### src/rtl/comparator_search_ctrl.sv
// comparator_search_ctrl
// Sequential table search: one WIDTH-bit equality comparator is time-shared
// across a DEPTH-entry word table, one entry per clock, with a
// start/busy/done handshake. Hit/index results are held between searches.
//
// Build option: define COMPARATOR_MATCH_COUNT_EN to always scan the whole
// table and report the number of matching entries on match_count.
//
// DEPTH must be a power of two and at least 2, so that the index wraps
// cleanly and every IDX_W-bit index addresses a real entry.
module comparator_search_ctrl #(
  parameter  int WIDTH = 4,
  parameter  int DEPTH = 8,
  localparam int IDX_W = $clog2(DEPTH)
) (
  input  logic             clk,
  input  logic             rst,
  input  logic             wr_en,
  input  logic [IDX_W-1:0] wr_addr,
  input  logic [WIDTH-1:0] wr_data,
  input  logic             start,
  input  logic [WIDTH-1:0] key,
  output logic             busy,
  output logic             done,
  output logic             hit,
  output logic [IDX_W-1:0] hit_idx
`ifdef COMPARATOR_MATCH_COUNT_EN
  ,
  output logic [IDX_W:0]   match_count
`endif
);

  // state  | meaning
  // S_IDLE | waiting for start; table writes still accepted
  // S_SCAN | comparing entry[idx_q] against key_q, one entry per clock
  // S_DONE | result valid, done pulses for this single cycle
  localparam logic [1:0] S_IDLE = 2'd0;
  localparam logic [1:0] S_SCAN = 2'd1;
  localparam logic [1:0] S_DONE = 2'd2;

  localparam logic [IDX_W-1:0] LAST_IDX = IDX_W'(DEPTH - 1);

  logic [1:0]       state_q;
  logic [1:0]       state_d;
  logic [WIDTH-1:0] table_q [DEPTH];
  logic [DEPTH-1:0] valid_q;
  logic [WIDTH-1:0] key_q;
  logic [IDX_W-1:0] idx_q;

  logic accept;
  logic in_scan;
  logic cmp_match;
  logic at_last;
  logic scan_end;

  assign accept  = (state_q == S_IDLE) && start;
  assign in_scan = (state_q == S_SCAN);
  assign at_last = (idx_q == LAST_IDX);

  // The single shared comparator. An entry that was never written (or was
  // cleared by reset) can never match, whatever the key.
  assign cmp_match = valid_q[idx_q] && (table_q[idx_q] == key_q);

`ifdef COMPARATOR_MATCH_COUNT_EN
  assign scan_end = at_last;
`else
  assign scan_end = cmp_match || at_last;
`endif

  assign busy = (state_q != S_IDLE);
  assign done = (state_q == S_DONE);

  // Next-state decode for the search handshake.
  always_comb begin
    state_d = state_q;
    case (state_q)
      S_IDLE:  if (start) state_d = S_SCAN;
      S_SCAN:  if (scan_end) state_d = S_DONE;
      S_DONE:  state_d = S_IDLE;
      default: state_d = S_IDLE;
    endcase
  end

  // State register; reset aborts any scan in flight without a done pulse.
  always_ff @(posedge clk) begin
    if (rst) begin
      state_q <= S_IDLE;
    end else begin
      state_q <= state_d;
    end
  end

  // Table storage; writes land at the edge, so a compare of the same entry
  // in the write cycle still sees the old contents.
  always_ff @(posedge clk) begin
    if (rst) begin
      for (int i = 0; i < DEPTH; i++) begin
        table_q[i] <= '0;
      end
      valid_q <= '0;
    end else if (wr_en) begin
      table_q[wr_addr] <= wr_data;
      valid_q[wr_addr] <= 1'b1;
    end
  end

  // Key latch and scan index; key is captured only on an accepted start so
  // later changes on the key port are ignored.
  always_ff @(posedge clk) begin
    if (rst) begin
      key_q <= '0;
      idx_q <= '0;
    end else if (accept) begin
      key_q <= key;
      idx_q <= '0;
    end else if (in_scan && !at_last) begin
      idx_q <= idx_q + 1'b1;
    end
  end

`ifdef COMPARATOR_MATCH_COUNT_EN

  logic             found_q;
  logic [IDX_W-1:0] first_idx_q;
  logic [IDX_W:0]   count_q;

  // Running tally over the full scan; the lowest matching index is kept
  // by recording only the first match seen in ascending order.
  always_ff @(posedge clk) begin
    if (rst) begin
      found_q     <= 1'b0;
      first_idx_q <= '0;
      count_q     <= '0;
    end else if (accept) begin
      found_q     <= 1'b0;
      first_idx_q <= '0;
      count_q     <= '0;
    end else if (in_scan && cmp_match) begin
      count_q <= count_q + 1'b1;
      if (!found_q) begin
        found_q     <= 1'b1;
        first_idx_q <= idx_q;
      end
    end
  end

  assign match_count = count_q;

  // Result registers, loaded only on the edge that enters DONE. The last
  // entry's compare is folded in directly since the tally has not seen it.
  always_ff @(posedge clk) begin
    if (rst) begin
      hit     <= 1'b0;
      hit_idx <= '0;
    end else if (in_scan && scan_end) begin
      hit <= found_q || cmp_match;
      if (found_q) begin
        hit_idx <= first_idx_q;
      end else if (cmp_match) begin
        hit_idx <= idx_q;
      end else begin
        hit_idx <= '0;
      end
    end
  end

`else

  // Result registers, loaded only on the edge that enters DONE; the scan
  // stops on the first match so that entry is the lowest matching index.
  always_ff @(posedge clk) begin
    if (rst) begin
      hit     <= 1'b0;
      hit_idx <= '0;
    end else if (in_scan && scan_end) begin
      hit     <= cmp_match;
      hit_idx <= cmp_match ? idx_q : '0;
    end
  end

`endif

endmodule

### config.mk
export PLATFORM = sky130hd
export DESIGN_NAME = comparator_search_ctrl
export DESIGN_NICKNAME = d
export VERILOG_FILES = /design/src/rtl/comparator_search_ctrl.sv
export SDC_FILE = /design/constraint.sdc
export NUM_CORES = 1
export LEC_CHECK = 0
export CAP_MARGIN = 10
export CORE_MARGIN = 1.5
export CORE_UTILIZATION = 51
export DETAILED_ROUTE_END_ITERATION = 8
export PLACE_DENSITY_LB_ADDON = 0.12
export SETUP_SLACK_MARGIN = 0.1
export SLEW_MARGIN = 20
export SYNTH_ARGS = -nofsm -noshare
export SYNTH_HDL_FRONTEND = slang
export SYNTH_SLANG_ARGS = --single-unit
### constraint.sdc
create_clock -name clk -period 2 [get_ports clk]
set_clock_uncertainty 0.1 [all_clocks]
set_input_delay 0.6 -clock clk [delete_from_list [all_inputs] [get_ports clk]]
set_output_delay 0.6 -clock clk [all_outputs]
set_load 0.02 [all_outputs]
==> out/metrics.cfg <==
[status]
status=finished, violations left
violations=negative setup slack

[sta]
relSlewSlack_pct=74.1
worst_slew_pin_slew_ns=0.388
fmax_ghz=0.456
maxSlewViolCount=0
setup_viol=6
period_minus_slack_ns=2.19
setup_ws_ns=-0.195
grt_setup_unrepaired=true
hold_viol=0
fin_crit_sh_pct=110

[min_path]
min_path_type=flop to flop
min_from=valid_q[1]$_SDFFE_PP0P_
holdPathEnd=valid_q[1]$_SDFFE_PP0P_
hold_depth=1

[grt]
grt_pass1_wl_um=8850
grt_max_degree=17
grt_antenna_before_repair=0
grt_pass1_vias=1754
overflow=0
track_usage_pct=23.0

[critical_path]
rrSetupSlack_ns=-0.19
crit_path_start_kind=flop
crit_fanout=5
crit_arrival_ns=2.30
critPathKind=flop to flop
worstRegToRegCells=6
r2r-end=hit_idx[2]$_SDFFE_PP0P_
end_kind=flop
cp.required_ns=2.10

[yosys]
synth_edf_count=32
ys_types=37
synthCells=200
syn_area_mm2=0.00249
yosysSeqAreaShare_pct=57.8
syn_nets=217
ys_warn_count=0
async_flop_share_pct=0
synth-main-ff-cell=edfxtp_1
ys_ff_latch=56
avgSynthCellArea_um2=12.5

[final_layout]
drive_gt1_share_pct=27.2
area_delta_synth_final_pct=26.0
antennaDiodeCount=0
final_cell_area_mm2=0.00314
fin_nets=273

[clock_tree]
cts_hold_buf=0
cts-buffers-inserted=5
clock_sinks=56
h-tree-depth=2
tritoncts=done
clock_latency_ns=0.31
clk_pin_slew_ns=0.09
cts_buffer_depth=2
cts-root-buf=clkbuf_8

[placed_design]
place_ws_ns=-0.238
portBuffers=20
hpwl_um=4200
placed_area_mm2=0.00300
gp_congestion=0.886

[route]
wl_per_cell_um=17.3
drtAntennaViolNets=0
viasPerCell=5.33
drc_errors=0
first_iter_violations=136
dr_total_vias=1727
drt-total-wl_um=5600
first_pass_iters=4

[floorplanning]
die-height_um=72.9
die_width_um=72.9
rows=25
initial_utilization_pct=52.8
core_mm2=0.00472
dieArea_mm2=0.00532
io_pins=21

[power]
power.density_mw_per_mm2=702
worst_ir_drop_vdd_mv=0.502
p_leak_nw=1.29

[flow_run]
maxCapViolCount=0

layout by cell type, fill, tap and decap left out, types with 4 or more instances in the layout:
master           count
and2_1              32
buf_4               35
nor2_1              12
clkdlybuf4s50_1     13
dfxtp_1             22
edfxtp_1            32
mux2i_1             14
nor3_1               4
a21oi_1              4
mux4_2               6
nand2_1              4
nand3_1              4
dlygate4sd2_1        5
a21o_1               8
clkbuf_8             6
flip-flops by register name, summed over array words and instances, names as in the netlist, named ones only:
register	count
state_q	2
key_q	4
hit_idx	3
table_q	32
hit	1
valid_q	8
idx_q	3
metal layers:
metal  wire [µm]  GRT usage (%)  vias up
met1        2540           29.7      856
met4          31           6.08        0
met2        2860           39.6       27
met3         170           4.56        4
li1            -              -      840
met5           0              0        -
per-stage QoR:
stage                     cells  power (W)  hold WS, ns  TNS, ns  utilization [%]
final                       324    0.00220        0.360   -0.812             66.5
after global placement      315    0.00155        0.330    -9.97             63.5
after global routing        324    0.00228        0.393    -1.33             66.5
after floorplan             200    0.00144        0.321   -0.231                -
after detailed placement    315    0.00156        0.343   -12.77             63.5
after CTS                   323    0.00220        0.363   -0.709             65.6
worst max-delay path by stage:
stage | from | endpoint | depth (start not counted)
3_3_place_gp | rst | table_q[4][0]$_SDFFCE_PN0P_ | 5
4_1_cts | flop | hit_idx[2]$_SDFFE_PP0P_ | 6
3_5_place_dp | rst | table_q[4][0]$_SDFFCE_PN0P_ | 5
6_report | flop | hit_idx[2]$_SDFFE_PP0P_ | 6
2_1_floorplan | flop | hit_idx[0]$_SDFFE_PP0P_ | 7
5_1_grt | flop | hit_idx[2]$_SDFFE_PP0P_ | 6
synth_stat cells, types with 2 or more instances:
master	instances	area, µm²
nor2_1	15	56.3
mux4_1	2	52.6
nor4_1	2	12.5
buf_2	2	10.0
or2_2	3	18.8
and2_1	32	200
nand3b_1	3	22.5
mux2i_1	15	150
a41o_1	3	30.0
a22oi_1	2	15.0
inv_1	3	11.3
nor4b_1	3	26.3
dfxtp_1	24	480
clkbuf_1	3	11.3
nand3_1	4	20.0
mux4_2	4	90.1
xor2_1	2	17.5
a21o_1	8	60.1
nand4_1	2	12.5
nor3_1	4	20.0
nand2_1	4	15.0
ha_1	2	25.0
o21ai_0	7	35.0
edfxtp_1	32	961
nor2b_1	4	25.0
a21oi_1	4	20.0
logic make-up after synthesis:
logic type               Yosys count  share of synthesized area, %
flip-flops                        56                          57.8
XOR/XNOR                           3                          1.05
buffers and inverters             10                          1.91
multiplexers                      22                          12.2
adder cells (fa/ha/maj)            2                          1.00
AO/OA/AOI/OAI                     27                          7.53
AND/OR/NAND/NOR                   80                          18.5
report_power, final:
part	switching [W]	internal (W)	total (W)
combinational	0.000129	0.000128	0.000257
clock	0.000348	0.000297	0.000644
sequential	0.0000289	0.00127	0.00130
worst max-delay path, stage by stage, from the launching register on:
cell	delay [ns]
dfxtp_4	0.40
mux4_2	0.51
mux2i_2	0.20
xor2_1	0.26
o211ai_4	0.16
or2_4	0.28
a41o_1	0.19
what timing repair did:
item | 4_1_cts | 5_1_grt
resized for setup | 11 | 20
setup buffers | 0 | 1
endpoints found under the setup margin | 15 | 30
pin swaps | 6 | 4
final cells by class:
class	count	area [µm²]
Clock inverter	1	6.26
Tap cell	67	83.8
Clock buffer	7	90.1
Inverter	4	16.3
Fill cell	365	1580
Sequential cell	56	1450
Timing Repair Buffer	55	454
Multi-Input combinational cell	134	1040
Power figures use the tool's default switching activity.
